--- config.mk ---
export PLATFORM = sky130hd
export DESIGN_NAME = seq_mul16
export DESIGN_NICKNAME = d
export VERILOG_FILES = /design/src/rtl/seq_mul16.sv
export SDC_FILE = /design/constraint.sdc
export NUM_CORES = 1
export LEC_CHECK = 0
export ABC_AREA = 1
export BUFFER_PORTS_ARGS = -buffer_cell sky130_fd_sc_hd__buf_2
export CAP_MARGIN = 30
export CORE_MARGIN = 2
export CORE_UTILIZATION = 45
export CTS_BUF_LIST = sky130_fd_sc_hd__clkbuf_8
export DETAILED_ROUTE_END_ITERATION = 7
export PLACE_DENSITY = 0.69
export SYNTH_ARGS = -nofsm -noshare
export SYNTH_HDL_FRONTEND = slang
export SYNTH_SLANG_ARGS = --single-unit
--- constraint.sdc ---
create_clock -name Clock -period 2.8 [get_ports Clock]
set_clock_uncertainty 0.2 [all_clocks]
set_input_delay 0.42 -clock Clock [delete_from_list [all_inputs] [get_ports Clock]]
set_output_delay 0.42 -clock Clock [all_outputs]
set_load 0.01 [all_outputs]
--- src/rtl/seq_mul16.sv ---
// rtl/seq_mul16.sv - iterative shift-add multiplier, WIDTH x WIDTH -> 2*WIDTH
// Build option: define SEQ_MUL_SIGNED_EN for two's-complement operands (radix-2 Booth),
// otherwise operands are unsigned (plain shift-add).
module seq_mul16 #(
  parameter int WIDTH = 16
) (
  input  logic             Clock,
  input  logic             Reset,
  input  logic             iStart,
  input  logic [WIDTH-1:0] iA,
  input  logic [WIDTH-1:0] iB,
  output logic             oBusy,
  output logic             oDone,
  output logic [WIDTH-1:0] oResultLo,
  output logic [WIDTH-1:0] oResultHi
);

  localparam int CW = $clog2(WIDTH + 1);

  typedef enum logic [1:0] {
    S_IDLE = 2'd0,
    S_RUN  = 2'd1,
    S_DONE = 2'd2
  } state_e;

  state_e           state_q, state_d;
  logic [CW-1:0]    cnt_q, cnt_d;
  logic [WIDTH-1:0] a_q, a_d;
  // Upper partial product carries one guard bit so no add/subtract can overflow.
  logic [WIDTH:0]   acc_q, acc_d;
  // Multiplier register; it shifts out consumed bits and fills with product low bits.
  logic [WIDTH-1:0] mplr_q, mplr_d;
  logic [WIDTH-1:0] res_lo_q, res_lo_d;
  logic [WIDTH-1:0] res_hi_q, res_hi_d;

  logic             last_iter;
  logic [WIDTH:0]   sum;
  logic [WIDTH:0]   step_acc;
  logic [WIDTH-1:0] step_mplr;

  // The counter stops at WIDTH-1; the iteration at that value is the final one.
  assign last_iter = (cnt_q == CW'(WIDTH - 1));

`ifdef SEQ_MUL_SIGNED_EN
  logic           qm1_q, qm1_d;
  logic [WIDTH:0] a_ext;

  assign a_ext = {a_q[WIDTH-1], a_q};

  // Booth step: the bit pair {q0, q-1} selects +A, -A or nothing, then arithmetic shift.
  always_comb begin
    sum = acc_q;
    case ({mplr_q[0], qm1_q})
      2'b01:   sum = acc_q + a_ext;
      2'b10:   sum = acc_q - a_ext;
      default: sum = acc_q;
    endcase
    step_acc  = {sum[WIDTH], sum[WIDTH:1]};
    step_mplr = {sum[0], mplr_q[WIDTH-1:1]};
  end
`else
  // Shift-add step: add A when the current multiplier bit is set, then logical shift.
  always_comb begin
    sum       = acc_q + (mplr_q[0] ? {1'b0, a_q} : {(WIDTH + 1){1'b0}});
    step_acc  = {1'b0, sum[WIDTH:1]};
    step_mplr = {sum[0], mplr_q[WIDTH-1:1]};
  end
`endif

  // FSM state register.
  always_ff @(posedge Clock or negedge Reset) begin
    if (!Reset) begin
      state_q <= S_IDLE;
    end else begin
      state_q <= state_d;
    end
  end

  // FSM next state: start is only looked at in IDLE, DONE always falls back to IDLE.
  always_comb begin
    state_d = state_q;
    case (state_q)
      S_IDLE:  if (iStart) state_d = S_RUN;
      S_RUN:   if (last_iter) state_d = S_DONE;
      S_DONE:  state_d = S_IDLE;
      default: state_d = S_IDLE;
    endcase
  end

  // FSM outputs, decoded straight from the state register.
  always_comb begin
    oBusy = 1'b0;
    oDone = 1'b0;
    case (state_q)
      S_RUN:   oBusy = 1'b1;
      S_DONE:  begin
        oBusy = 1'b1;
        oDone = 1'b1;
      end
      default: begin
        oBusy = 1'b0;
        oDone = 1'b0;
      end
    endcase
  end

  // Datapath next state: capture on start, iterate in RUN, publish result on the last step.
  always_comb begin
    cnt_d    = cnt_q;
    a_d      = a_q;
    acc_d    = acc_q;
    mplr_d   = mplr_q;
    res_lo_d = res_lo_q;
    res_hi_d = res_hi_q;
`ifdef SEQ_MUL_SIGNED_EN
    qm1_d    = qm1_q;
`endif
    case (state_q)
      S_IDLE: begin
        if (iStart) begin
          a_d    = iA;
          mplr_d = iB;
          acc_d  = '0;
          cnt_d  = '0;
`ifdef SEQ_MUL_SIGNED_EN
          qm1_d  = 1'b0;
`endif
        end
      end
      S_RUN: begin
        acc_d  = step_acc;
        mplr_d = step_mplr;
`ifdef SEQ_MUL_SIGNED_EN
        qm1_d  = mplr_q[0];
`endif
        if (last_iter) begin
          res_lo_d = step_mplr;
          res_hi_d = step_acc[WIDTH-1:0];
        end else begin
          cnt_d = cnt_q + 1'b1;
        end
      end
      default: begin
        cnt_d = cnt_q;
      end
    endcase
  end

  // Datapath registers; reset clears everything so an aborted operation leaves no trace.
  always_ff @(posedge Clock or negedge Reset) begin
    if (!Reset) begin
      cnt_q    <= '0;
      a_q      <= '0;
      acc_q    <= '0;
      mplr_q   <= '0;
      res_lo_q <= '0;
      res_hi_q <= '0;
`ifdef SEQ_MUL_SIGNED_EN
      qm1_q    <= 1'b0;
`endif
    end else begin
      cnt_q    <= cnt_d;
      a_q      <= a_d;
      acc_q    <= acc_d;
      mplr_q   <= mplr_d;
      res_lo_q <= res_lo_d;
      res_hi_q <= res_hi_d;
`ifdef SEQ_MUL_SIGNED_EN
      qm1_q    <= qm1_d;
`endif
    end
  end

  assign oResultLo = res_lo_q;
  assign oResultHi = res_hi_q;

endmodule

==> metrics.txt, run 1 <==
# TYPE chip_impl_metric gauge
chip_impl_metric{name="synth-seq-area-share",unit="%"} 47.7
chip_impl_info{name="mostFrequentLayoutCell",value="sky130_fd_sc_hd__nand2_1"} 1
chip_impl_metric{name="drt-vias-per-instance",unit=""} 4.91
chip_impl_info{name="rsz0062_at_grt",value="no"} 1
chip_impl_metric{name="grt_antenna_before_repair",unit=""} 0
chip_impl_metric{name="synth_enable_flop_cells",unit=""} 0
chip_impl_info{name="cpLargestDelayFamily",value="simple AND/OR/NAND/NOR gates"} 1
chip_impl_metric{name="hold_viol",unit=""} 0
chip_impl_metric{name="share_of_cells_above_drive_strength_1",unit="%"} 18.3
chip_impl_metric{name="worstSkewPairLatency",unit="ns"} 0.39
chip_impl_metric{name="crit_fanout",unit=""} 17
chip_impl_metric{name="normalized_max_slew_margin",unit="%"} 60.5
chip_impl_metric{name="pre_cts_ws",unit="ns"} 0.230
chip_impl_metric{name="cts-root-to-sink-buffers",unit=""} 2
chip_impl_metric{name="fin_setup_tns",unit="ns"} 0
chip_impl_metric{name="detail_route.first_pass.iterations",unit=""} 5
chip_impl_metric{name="initial_util",unit="%"} 46.5
chip_impl_metric{name="syn_area_per_cell",unit="sq um"} 8.13
chip_impl_metric{name="yosysUniqueCellTypes",unit=""} 29
chip_impl_metric{name="netSwitchingFraction",unit="%"} 44.0
chip_impl_metric{name="grtUsageTotal",unit="%"} 19.2
chip_impl_metric{name="netSwitchingPower",unit="mW"} 2.53
chip_impl_metric{name="cts.htree.levels",unit=""} 3
chip_impl_info{name="slowest_stage",value="sky130_fd_sc_hd__dfrtp_1"} 1
chip_impl_metric{name="path_clk_slew",unit="ns"} 0.10
chip_impl_metric{name="io_pins",unit=""} 69
chip_impl_metric{name="finalMaxSlewViolations",unit=""} 0
chip_impl_metric{name="finalWeightedCongestion",unit=""} 0.928
chip_impl_metric{name="avgRoutedWirePerCell",unit="um"} 13.1
chip_impl_metric{name="p_clk_share",unit="%"} 15.9
chip_impl_info{name="criticalPathCategory",value="reg2reg"} 1
chip_impl_info{name="crit_path_frequent_cell",value="sky130_fd_sc_hd__nand2_1"} 1
chip_impl_metric{name="antenna_cells_inserted",unit=""} 0
chip_impl_metric{name="die_area",unit="sq um"} 11000
chip_impl_metric{name="antenna_left",unit=""} 0
chip_impl_metric{name="netlist_area",unit="sq um"} 4570
chip_impl_metric{name="worst_ep_required_time",unit="ns"} 2.87
chip_impl_metric{name="async_reset_ff_share",unit="%"} 100
chip_impl_metric{name="crit_path_max_incr_delay",unit="ns"} 0.58
chip_impl_metric{name="detail_route.iter0.violations",unit=""} 191
chip_impl_metric{name="fmax",unit="MHz"} 404
chip_impl_metric{name="area_growth",unit="%"} 15.4
chip_impl_info{name="worst_hold_path_type",value="in2reg"} 1
chip_impl_metric{name="cts_made_buffers",unit=""} 9
chip_impl_metric{name="worstPathArrival",unit="ns"} 2.55
chip_impl_info{name="cts_tree",value="built"} 1
chip_impl_metric{name="ys.warnings.count",unit=""} 0
chip_impl_metric{name="detailed_place.area",unit="sq um"} 5050
chip_impl_metric{name="number_of_buffers_and_inverters_on_the_critical_path",unit=""} 1
chip_impl_metric{name="dr_total_vias",unit=""} 3772
chip_impl_metric{name="num-nets-final",unit=""} 687
chip_impl_metric{name="max_cap_viol_count",unit=""} 0
chip_impl_info{name="timing.critical_path.from_type",value="register"} 1
chip_impl_metric{name="die_width",unit="um"} 105
chip_impl_metric{name="power.total",unit="mW"} 5.75
chip_impl_info{name="outcome",value="complete, no violations"} 1
chip_impl_metric{name="drc_errors",unit=""} 0
chip_impl_metric{name="grt_first_pass_wirelength",unit="um"} 16900
chip_impl_metric{name="cellLeakagePower",unit="nW"} 2.99
chip_impl_metric{name="hold-worst-slack",unit="ns"} 0.0706
chip_impl_metric{name="seq_power_share",unit="%"} 35.0
chip_impl_metric{name="rows",unit=""} 36
chip_impl_metric{name="grt_overflow",unit=""} 0
chip_impl_metric{name="tritoncts_num_sinks",unit=""} 87
chip_impl_info{name="setup.worst_path.end_class",value="register"} 1
chip_impl_metric{name="final_worst_path_setup_slack",unit="ns"} 0.323
chip_impl_info{name="layout_common_cells",value="sky130_fd_sc_hd__nand2_1 (196), sky130_fd_sc_hd__dfrtp_1 (87), sky130_fd_sc_hd__inv_1 (82)"} 1
chip_impl_metric{name="min_period_over_period",unit="%"} 88.5
chip_impl_metric{name="synth.ff_latch_count",unit=""} 87
chip_impl_metric{name="grt_start_max_net_pins",unit=""} 55
chip_impl_metric{name="worst-slew-pin-transition",unit="ns"} 0.593
chip_impl_metric{name="numPortBuffers",unit=""} 68
chip_impl_metric{name="synth_nets",unit=""} 619
chip_impl_metric{name="finish.instance_area",unit="sq um"} 5270
chip_impl_metric{name="grt_pass1_vias",unit=""} 3687
chip_impl_metric{name="finalWirelength",unit="um"} 10000
chip_impl_info{name="synth_top_flop_cell",value="sky130_fd_sc_hd__dfrtp_1"} 1
chip_impl_metric{name="dp_hpwl",unit="um"} 7430
chip_impl_metric{name="coreArea",unit="sq um"} 9820
chip_impl_metric{name="max_vdd_drop",unit="mV"} 0.377
chip_impl_metric{name="power.share.combinational",unit="%"} 49.1
chip_impl_metric{name="period_minus_slack",unit="ns"} 2.48
chip_impl_info{name="worstPathCellList",value="nand2_1, inv_1, ha_1, fa_1, nand2_1, nand2_1, nand3b_1, nand2_1, or2_2, nand3_1, nand2_1"} 1
chip_impl_metric{name="y_dimension_of_the_die",unit="um"} 105
chip_impl_metric{name="power.internal",unit="mW"} 3.22
chip_impl_metric{name="pwr_density_cell",unit="nW/um^2"} 1090
chip_impl_metric{name="synthesis.instances",unit=""} 562
chip_impl_metric{name="report.final.setup_viol",unit=""} 0
chip_impl_info{name="clockRootBuffer",value="sky130_fd_sc_hd__clkbuf_8"} 1
[state kept, by name, summed over array words and instances (netlist names)]
register	cells
a_q	16
acc_q	16
cnt_q	5
mplr_q	16
oResultHi	16
oResultLo	16
state_q	2
[worst paths after layout]
path                                      startpoint                         to  slack [ns]  cells past startpoint
hold reg to reg            oResultHi[11]$_DFFE_PN0P_  oResultHi[11]$_DFFE_PN0P_        0.28                      2
setup reg to reg               mplr_q[0]$_DFFE_PN0P_       acc_q[5]$_DFFE_PN0P_        0.32                     11
min in group asynchronous                      Reset       cnt_q[2]$_DFFE_PN0P_        0.32                      2
setup / recovery               mplr_q[0]$_DFFE_PN0P_       acc_q[5]$_DFFE_PN0P_        0.32                     11
max in group asynchronous                      Reset  oResultHi[10]$_DFFE_PN0P_        1.45                      3
hold / removal                                 iB[6]      mplr_q[6]$_DFFE_PN0P_        0.07                      3
[power by group through the flow]
stage          registers (mW)  clock network, mW  logic (mW)
6_report                 2.01              0.917        2.82
5_1_grt                  2.08              0.985        3.24
4_1_cts                  2.02              0.942        2.80
3_5_place_dp             2.04                  0        2.80
3_3_place_gp             2.02                  0        2.70
2_1_floorplan            2.00                  0        2.11
[cell families (layout without fill, tap and decap cells)]
logic type	count (synthesis)	after routing	synth area share [%]
AO/OA/AOI/OAI	74	75	9.42
buffers and inverters	100	172	8.41
flip-flops	87	87	47.7
multiplexers	16	16	3.94
adder cells (fa/ha/maj)	22	22	6.19
XOR/XNOR	5	5	0.959
AND/OR/NAND/NOR	258	258	23.4
[through the flow]
| step | utilization (%) | instances |
|---|---|---|
| 2_1_floorplan | - | 562 |
| 3_3_place_gp | 51.4 | 750 |
| 3_5_place_dp | 51.4 | 750 |
| 4_1_cts | 53.6 | 767 |
| 5_1_grt | 53.7 | 768 |
| 6_report | 53.7 | 768 |
[layout make-up]
type	count	area (sq um)
Fill cell	990	4550
Multi-Input combinational cell	376	2020
Tap cell	133	166
Inverter	82	308
Sequential cell	87	2180
Clock buffer	9	124
Timing Repair Buffer	74	403
Clock inverter	7	78.8
[worst reg2reg max path, delay by kind of cell (launching register included)]
kind | cells | cell delay, ns
AND/OR/NAND/NOR | 8 | 0.94
adder cells (fa/ha/maj) | 2 | 0.61
buffers and inverters | 1 | 0.05
flip-flops | 1 | 0.58
[Yosys cell counts (2+ instances only)]
master,n,share of area (%)
sky130_fd_sc_hd__a21oi_1,10,1.1
sky130_fd_sc_hd__a31oi_1,3,0.41
sky130_fd_sc_hd__buf_2,7,0.77
sky130_fd_sc_hd__clkbuf_1,11,0.90
sky130_fd_sc_hd__dfrtp_1,87,48
sky130_fd_sc_hd__ha_1,21,5.8
sky130_fd_sc_hd__inv_1,81,6.7
sky130_fd_sc_hd__mux2_2,16,3.9
sky130_fd_sc_hd__nand2_1,196,16
sky130_fd_sc_hd__nand2_4,2,0.49
sky130_fd_sc_hd__nand3_1,28,3.1
sky130_fd_sc_hd__nand3b_1,4,0.66
sky130_fd_sc_hd__nor2_1,15,1.2
sky130_fd_sc_hd__nor3_1,4,0.44
sky130_fd_sc_hd__o211ai_1,14,2.3
sky130_fd_sc_hd__o21ai_0,42,4.6
sky130_fd_sc_hd__o22ai_1,2,0.27
sky130_fd_sc_hd__or2_2,5,0.68
sky130_fd_sc_hd__xor2_1,4,0.77
[metal layers]
metal	routed length, um	up-vias	track usage (%)
met5	0	-	0
met4	166	0	6.76
met3	492	11	4.12
met2	4440	105	30.7
met1	4930	1741	26.0
li1	-	1915	-
[timing repair]
| item | 4_1_cts | 5_1_grt |
|---|---|---|
| hold buffers | 1 | 0 |
| resized for setup | 0 | 0 |
| hold endpoints to repair | 33 | 0 |
| setup buffers | 0 | 0 |
| endpoints found under the setup margin | 0 | 3 |
No activity file was read; power rests on OpenSTA's default activity.
==> run 2, diff against run 1 <==
Settings changed: PLACE_DENSITY 0.69 to 0.65.
==> metrics.txt, run 2 (synthesis results as in run 1) <==
# TYPE chip_impl_metric gauge
chip_impl_metric{name="period_minus_slack",unit="ns"} 2.50
chip_impl_info{name="cts_tree",value="built"} 1
chip_impl_metric{name="number_of_cells_in_the_design_after_placement",unit=""} 749
chip_impl_metric{name="worstSkewPairLatency",unit="ns"} 0.37
chip_impl_metric{name="path_clk_slew",unit="ns"} 0.08
chip_impl_metric{name="post_cts_setup_bufs",unit=""} 0
chip_impl_metric{name="fin_setup_tns",unit="ns"} 0
chip_impl_metric{name="drc_errors",unit=""} 0
chip_impl_metric{name="finalMaxSlewViolations",unit=""} 0
chip_impl_info{name="criticalPathCategory",value="reg2reg"} 1
chip_impl_metric{name="hold-worst-slack",unit="ns"} 0.0806
chip_impl_metric{name="cts.htree.levels",unit=""} 3
chip_impl_metric{name="finalWeightedCongestion",unit=""} 0.912
chip_impl_metric{name="max_vdd_drop",unit="mV"} 0.373
chip_impl_metric{name="normalized_max_slew_margin",unit="%"} 58.9
chip_impl_metric{name="die_area",unit="sq um"} 11000
chip_impl_info{name="rsz0062_at_grt",value="no"} 1
chip_impl_metric{name="filler_cell_count",unit=""} 987
chip_impl_info{name="mostFrequentLayoutCell",value="sky130_fd_sc_hd__nand2_1"} 1
chip_impl_metric{name="dr_total_vias",unit=""} 3737
chip_impl_metric{name="report.final.setup_viol",unit=""} 0
chip_impl_metric{name="pwr_density_cell",unit="nW/um^2"} 1090
chip_impl_metric{name="grt_pass1_vias",unit=""} 3605
chip_impl_metric{name="hold_viol",unit=""} 0
chip_impl_metric{name="max_cap_viol_count",unit=""} 0
chip_impl_metric{name="crit_fanout",unit=""} 17
chip_impl_metric{name="share_of_cells_above_drive_strength_1",unit="%"} 18.2
chip_impl_info{name="setup.worst_path.end_class",value="register"} 1
chip_impl_metric{name="tritoncts_num_sinks",unit=""} 87
chip_impl_metric{name="y_dimension_of_the_die",unit="um"} 105
chip_impl_metric{name="min_period_over_period",unit="%"} 89.3
chip_impl_metric{name="drt-vias-per-instance",unit=""} 4.88
chip_impl_metric{name="cts_made_buffers",unit=""} 9
chip_impl_metric{name="worst-slew-pin-transition",unit="ns"} 0.617
chip_impl_metric{name="grt_first_pass_wirelength",unit="um"} 17000
chip_impl_metric{name="cellLeakagePower",unit="nW"} 2.98
chip_impl_metric{name="detail_route.first_pass.iterations",unit=""} 4
chip_impl_metric{name="finalWirelength",unit="um"} 10100
chip_impl_metric{name="num-nets-final",unit=""} 686
chip_impl_metric{name="fmax",unit="MHz"} 400
chip_impl_info{name="timing.critical_path.from_type",value="register"} 1
chip_impl_metric{name="cts-root-to-sink-buffers",unit=""} 2
chip_impl_metric{name="die_width",unit="um"} 105
chip_impl_info{name="outcome",value="complete, no violations"} 1
chip_impl_metric{name="grt_overflow",unit=""} 0
chip_impl_metric{name="worst_ep_required_time",unit="ns"} 2.85
chip_impl_metric{name="avgRoutedWirePerCell",unit="um"} 13.2
chip_impl_metric{name="post_layout_nonfiller_instances",unit=""} 766
chip_impl_metric{name="io_pins",unit=""} 69
chip_impl_info{name="worst_hold_path_type",value="in2reg"} 1
chip_impl_metric{name="postCtsResizedCells",unit=""} 0
chip_impl_metric{name="area_growth",unit="%"} 15.1
chip_impl_metric{name="dp_hpwl",unit="um"} 7330
chip_impl_metric{name="grt_start_max_net_pins",unit=""} 56
chip_impl_metric{name="antenna_cells_inserted",unit=""} 0
chip_impl_info{name="clockRootBuffer",value="sky130_fd_sc_hd__clkbuf_8"} 1
chip_impl_metric{name="detail_route.iter0.violations",unit=""} 226
chip_impl_metric{name="worstPathArrival",unit="ns"} 2.55
chip_impl_metric{name="initial_util",unit="%"} 46.5
chip_impl_metric{name="grtUsageTotal",unit="%"} 19.4
chip_impl_metric{name="rows",unit=""} 36
chip_impl_metric{name="antenna_left",unit=""} 0
chip_impl_metric{name="numPortBuffers",unit=""} 68
chip_impl_metric{name="coreArea",unit="sq um"} 9820
chip_impl_info{name="layout_common_cells",value="sky130_fd_sc_hd__nand2_1 (196), sky130_fd_sc_hd__dfrtp_1 (87), sky130_fd_sc_hd__inv_1 (81)"} 1
chip_impl_metric{name="grt_antenna_before_repair",unit=""} 0
## run 2: worst paths after layout
path / startpoint / endpoint / slack, ns / depth (start not counted)
max in group asynchronous: Reset / oResultHi[11]$_DFFE_PN0P_ / 1.42 / 3
max reg2reg: mplr_q[0]$_DFFE_PN0P_ / acc_q[13]$_DFFE_PN0P_ / 0.30 / 12
min reg2reg: oResultHi[8]$_DFFE_PN0P_ / oResultHi[8]$_DFFE_PN0P_ / 0.28 / 2
max: mplr_q[0]$_DFFE_PN0P_ / acc_q[13]$_DFFE_PN0P_ / 0.30 / 12
min in group asynchronous: Reset / cnt_q[0]$_DFFE_PN0P_ / 0.33 / 2
min: iA[0] / a_q[0]$_DFFE_PN0P_ / 0.08 / 2
## run 2: through the flow
step	util, %	worst slack (ns)	power (mW)	instance area [sq um]
after floorplan	-	0.435	4.11	4570
after global placement	51.4	0.347	4.73	5040
after detailed placement	51.4	0.216	4.83	5040
after CTS	53.4	0.191	5.73	5250
after global routing	53.5	0.105	6.29	5260
final	53.5	0.300	5.72	5260
## run 2: final cells by class
| type | count | area (sq um) | share of cell area, % |
|---|---|---|---|
| inverters | 82 | 308 | 5.86 |
| clock buffers | 9 | 124 | 2.36 |
| repair buffers | 73 | 395 | 7.52 |
| flip-flops and latches | 87 | 2180 | 41.4 |
| multi-input cells | 376 | 2020 | 38.3 |
| clock inverters | 6 | 70.1 | 1.33 |
| well taps | 133 | 166 | 3.17 |
## run 2: worst max-delay path: stages, from the launching register on
cell and delay (ns):
sky130_fd_sc_hd__dfrtp_1 0.59, sky130_fd_sc_hd__nand2_1 0.14, sky130_fd_sc_hd__inv_1 0.05, sky130_fd_sc_hd__ha_1 0.20, sky130_fd_sc_hd__fa_1 0.41, sky130_fd_sc_hd__nand2_1 0.09
sky130_fd_sc_hd__nand2_1 0.07, sky130_fd_sc_hd__nand3b_1 0.08, sky130_fd_sc_hd__nand2_1 0.11, sky130_fd_sc_hd__nand2_1 0.11, sky130_fd_sc_hd__nand3_1 0.10, sky130_fd_sc_hd__nand3_1 0.16
sky130_fd_sc_hd__nand2_1 0.08
## run 2: per-layer routing
layer  part of all wire [%]  track usage [%]
met1                     52             28.2
met2                     43             28.4
met3                    4.0             3.12
met4                    1.4             8.57
met5                      0                0
## run 2: repair_timing
item                       4_1_cts  5_1_grt
setup endpoints to repair        0       13
hold buffers                     1        0
hold endpoints to repair        32        0
## run 2: power breakdown
part	switching, mW	internal [mW]
registers	0.273	1.74
clock network	0.470	0.415
logic	1.76	1.06
total	2.51	3.21
==> run 3, diff against run 2 <==
Settings changed: CELL_PAD_IN_SITES_DETAIL_PLACEMENT from default to 1, CELL_PAD_IN_SITES_GLOBAL_PLACEMENT from default to 1, CORE_UTILIZATION 45 to 44, PLACE_DENSITY 0.65 to 0.88.
==> metrics.txt, run 3 (synthesis results as in run 1) <==
# TYPE chip_impl_metric gauge
chip_impl_metric{name="cts_made_buffers",unit=""} 9
chip_impl_metric{name="dp_hpwl",unit="um"} 9060
chip_impl_metric{name="fmax",unit="MHz"} 394
chip_impl_metric{name="avgRoutedWirePerCell",unit="um"} 16.6
chip_impl_metric{name="y_dimension_of_the_die",unit="um"} 106
chip_impl_info{name="outcome",value="complete, no violations"} 1
chip_impl_metric{name="cts.htree.levels",unit=""} 3
chip_impl_metric{name="path_clk_slew",unit="ns"} 0.09
chip_impl_metric{name="number_of_cells_in_the_design_after_placement",unit=""} 752
chip_impl_metric{name="post_layout_nonfiller_instances",unit=""} 770
chip_impl_metric{name="worstHoldPathCells",unit=""} 2
chip_impl_info{name="setup.worst_path.end_class",value="register"} 1
chip_impl_metric{name="filler_cell_count",unit=""} 1321
chip_impl_metric{name="drc_errors",unit=""} 0
chip_impl_metric{name="register_area",unit="sq um"} 2180
chip_impl_metric{name="rrSetupSlack",unit="ns"} 0.26
chip_impl_metric{name="period_minus_slack",unit="ns"} 2.54
chip_impl_metric{name="worstPathArrival",unit="ns"} 2.59
chip_impl_info{name="clockRootBuffer",value="sky130_fd_sc_hd__clkbuf_8"} 1
chip_impl_metric{name="crit_path_max_incr_delay",unit="ns"} 0.46
chip_impl_metric{name="coreArea",unit="sq um"} 10200
chip_impl_metric{name="numPortBuffers",unit=""} 68
chip_impl_metric{name="grt_pass1_vias",unit=""} 4383
chip_impl_metric{name="grt_start_max_net_pins",unit=""} 44
chip_impl_metric{name="finalWirelength",unit="um"} 12800
chip_impl_info{name="min_delay_worst_endpoint",value="a_q[1]$_DFFE_PN0P_"} 1
chip_impl_metric{name="worst_ep_required_time",unit="ns"} 2.85
chip_impl_metric{name="rr_worst_depth",unit=""} 7
chip_impl_metric{name="detail_route.iter0.violations",unit=""} 152
chip_impl_info{name="criticalPathCategory",value="reg2reg"} 1
chip_impl_info{name="layout_common_cells",value="sky130_fd_sc_hd__nand2_1 (196), sky130_fd_sc_hd__dfrtp_1 (86), sky130_fd_sc_hd__inv_1 (82)"} 1
chip_impl_metric{name="initial_util",unit="%"} 44.9
chip_impl_metric{name="gr-usage-met2",unit="%"} 43.4
chip_impl_metric{name="finalMaxSlewViolations",unit=""} 0
chip_impl_metric{name="num-nets-final",unit=""} 686
chip_impl_metric{name="normalized_max_slew_margin",unit="%"} 56.8
chip_impl_metric{name="die_area",unit="sq um"} 11200
chip_impl_metric{name="antenna_left",unit=""} 0
chip_impl_info{name="critical_path.reg2reg.endpoint",value="acc_q[0]$_DFFE_PN0P_"} 1
chip_impl_info{name="rsz0062_at_grt",value="no"} 1
chip_impl_info{name="top_usage_layer",value="met2"} 1
chip_impl_metric{name="detail_route.first_pass.iterations",unit=""} 4
chip_impl_metric{name="share_of_cells_above_drive_strength_1",unit="%"} 18.3
chip_impl_metric{name="grt_first_pass_wirelength",unit="um"} 21100
chip_impl_metric{name="fin_setup_tns",unit="ns"} 0
chip_impl_metric{name="final_util",unit="%"} 51.8
chip_impl_metric{name="grt_antenna_before_repair",unit=""} 0
chip_impl_metric{name="met3_usage",unit="%"} 4.60
chip_impl_info{name="worstReg2RegStart",value="state_q[1]$_DFFE_PN0P_"} 1
chip_impl_metric{name="crit_fanout",unit=""} 20
chip_impl_metric{name="cellLeakagePower",unit="nW"} 3.00
chip_impl_metric{name="area_growth",unit="%"} 15.6
chip_impl_info{name="slowest_stage",value="sky130_fd_sc_hd__inv_1"} 1
chip_impl_metric{name="min_period_over_period",unit="%"} 90.6
chip_impl_metric{name="drt-vias-per-instance",unit=""} 5.21
chip_impl_info{name="timing.hold.worst.start",value="iA[1]"} 1
chip_impl_metric{name="tritoncts_num_sinks",unit=""} 87
chip_impl_metric{name="dr_total_vias",unit=""} 4009
chip_impl_metric{name="grtUsageTotal",unit="%"} 24.0
chip_impl_metric{name="rows",unit=""} 37
chip_impl_metric{name="grt_overflow",unit=""} 0
chip_impl_metric{name="max_cap_viol_count",unit=""} 0
chip_impl_metric{name="antenna_cells_inserted",unit=""} 0
chip_impl_metric{name="report.final.setup_viol",unit=""} 0
chip_impl_info{name="crit_path_frequent_cell",value="sky130_fd_sc_hd__inv_1"} 1
chip_impl_metric{name="worstSkewPairLatency",unit="ns"} 0.37
chip_impl_metric{name="pwr_density_cell",unit="nW/um^2"} 1140
chip_impl_info{name="cts_tree",value="built"} 1
chip_impl_info{name="mostFrequentLayoutCell",value="sky130_fd_sc_hd__nand2_1"} 1
chip_impl_info{name="worst_hold_path_type",value="in2reg"} 1
chip_impl_metric{name="cts-root-to-sink-buffers",unit=""} 2
chip_impl_metric{name="hold_viol",unit=""} 0
chip_impl_metric{name="hold-worst-slack",unit="ns"} 0.0741
chip_impl_metric{name="io_pins",unit=""} 69
chip_impl_metric{name="max_vdd_drop",unit="mV"} 0.414
chip_impl_metric{name="use_met1",unit="%"} 28.1
chip_impl_info{name="worstPathCellList",value="inv_1, ha_1, nand2_4, o21ai_4, inv_1, nand2_1, o21ai_0"} 1
chip_impl_info{name="crit_start",value="state_q[1]$_DFFE_PN0P_"} 1
chip_impl_metric{name="multi_input_comb_area",unit="sq um"} 2020
chip_impl_metric{name="worst-slew-pin-transition",unit="ns"} 0.648
chip_impl_metric{name="die_width",unit="um"} 106
chip_impl_info{name="timing.critical_path.from_type",value="register"} 1
chip_impl_metric{name="finalWeightedCongestion",unit=""} 0.848
==> run 3: through the flow <==
step / power (mW) / worst slack, ns / area [sq um]
5_1_grt: 6.54 / 0.0722 / 5280
4_1_cts: 6.02 / 0.154 / 5270
3_5_place_dp: 5.00 / 0.192 / 5050
3_3_place_gp: 4.76 / 0.329 / 5050
6_report: 6.01 / 0.262 / 5280
2_1_floorplan: 4.11 / 0.435 / 4570
==> run 3: cell type report <==
cell class	count	area share (%)
clock buffers	9	2.35
clock inverters	7	1.66
inverters	82	5.83
multi-input cells	376	38.2
flip-flops and latches	87	41.3
well taps	136	3.22
repair buffers	73	7.49
==> run 3: worst max-delay path by stage <==
stage,slack (ns),to
after CTS,0.15,acc_q[3]$_DFFE_PN0P_
after global placement,0.33,oResultHi[5]$_DFFE_PN0P_
final,0.26,acc_q[0]$_DFFE_PN0P_
after detailed placement,0.19,acc_q[3]$_DFFE_PN0P_
after global routing,0.07,acc_q[3]$_DFFE_PN0P_
after floorplan,0.44,acc_q[5]$_DFFE_PN0P_
==> run 3: repair_timing <==
| item | in CTS | in global routing |
|---|---|---|
| setup buffers | 0 | 0 |
| resized for setup | 0 | 1 |
| endpoints found under the hold margin | 41 | 0 |
| endpoints found under the setup margin | 0 | 8 |
| hold buffers | 1 | 0 |
==> run 3: critical path: cells and delay by family, from the launching register on <==
kind            cells  cell delay, ns
buf+inv             2            0.57
simple gates        2            0.45
flops               1            0.40
compound gates      2            0.40
fa+ha+maj           1            0.39
==> run 3: report_power, final <==
part           switching, mW  internal [mW]  total [mW]
clock                  0.488          0.499       0.986
combinational           1.92           1.06        2.98
sequential             0.305           1.74        2.05
total                   2.71           3.30        6.01
==> run 3: per-layer routing <==
layer  part of all wire, %  up-vias
met2                    53       62
met4                   2.1        0
met5                     0        -
li1                      -     1914
met1                    42     2009
met3                   3.5       24
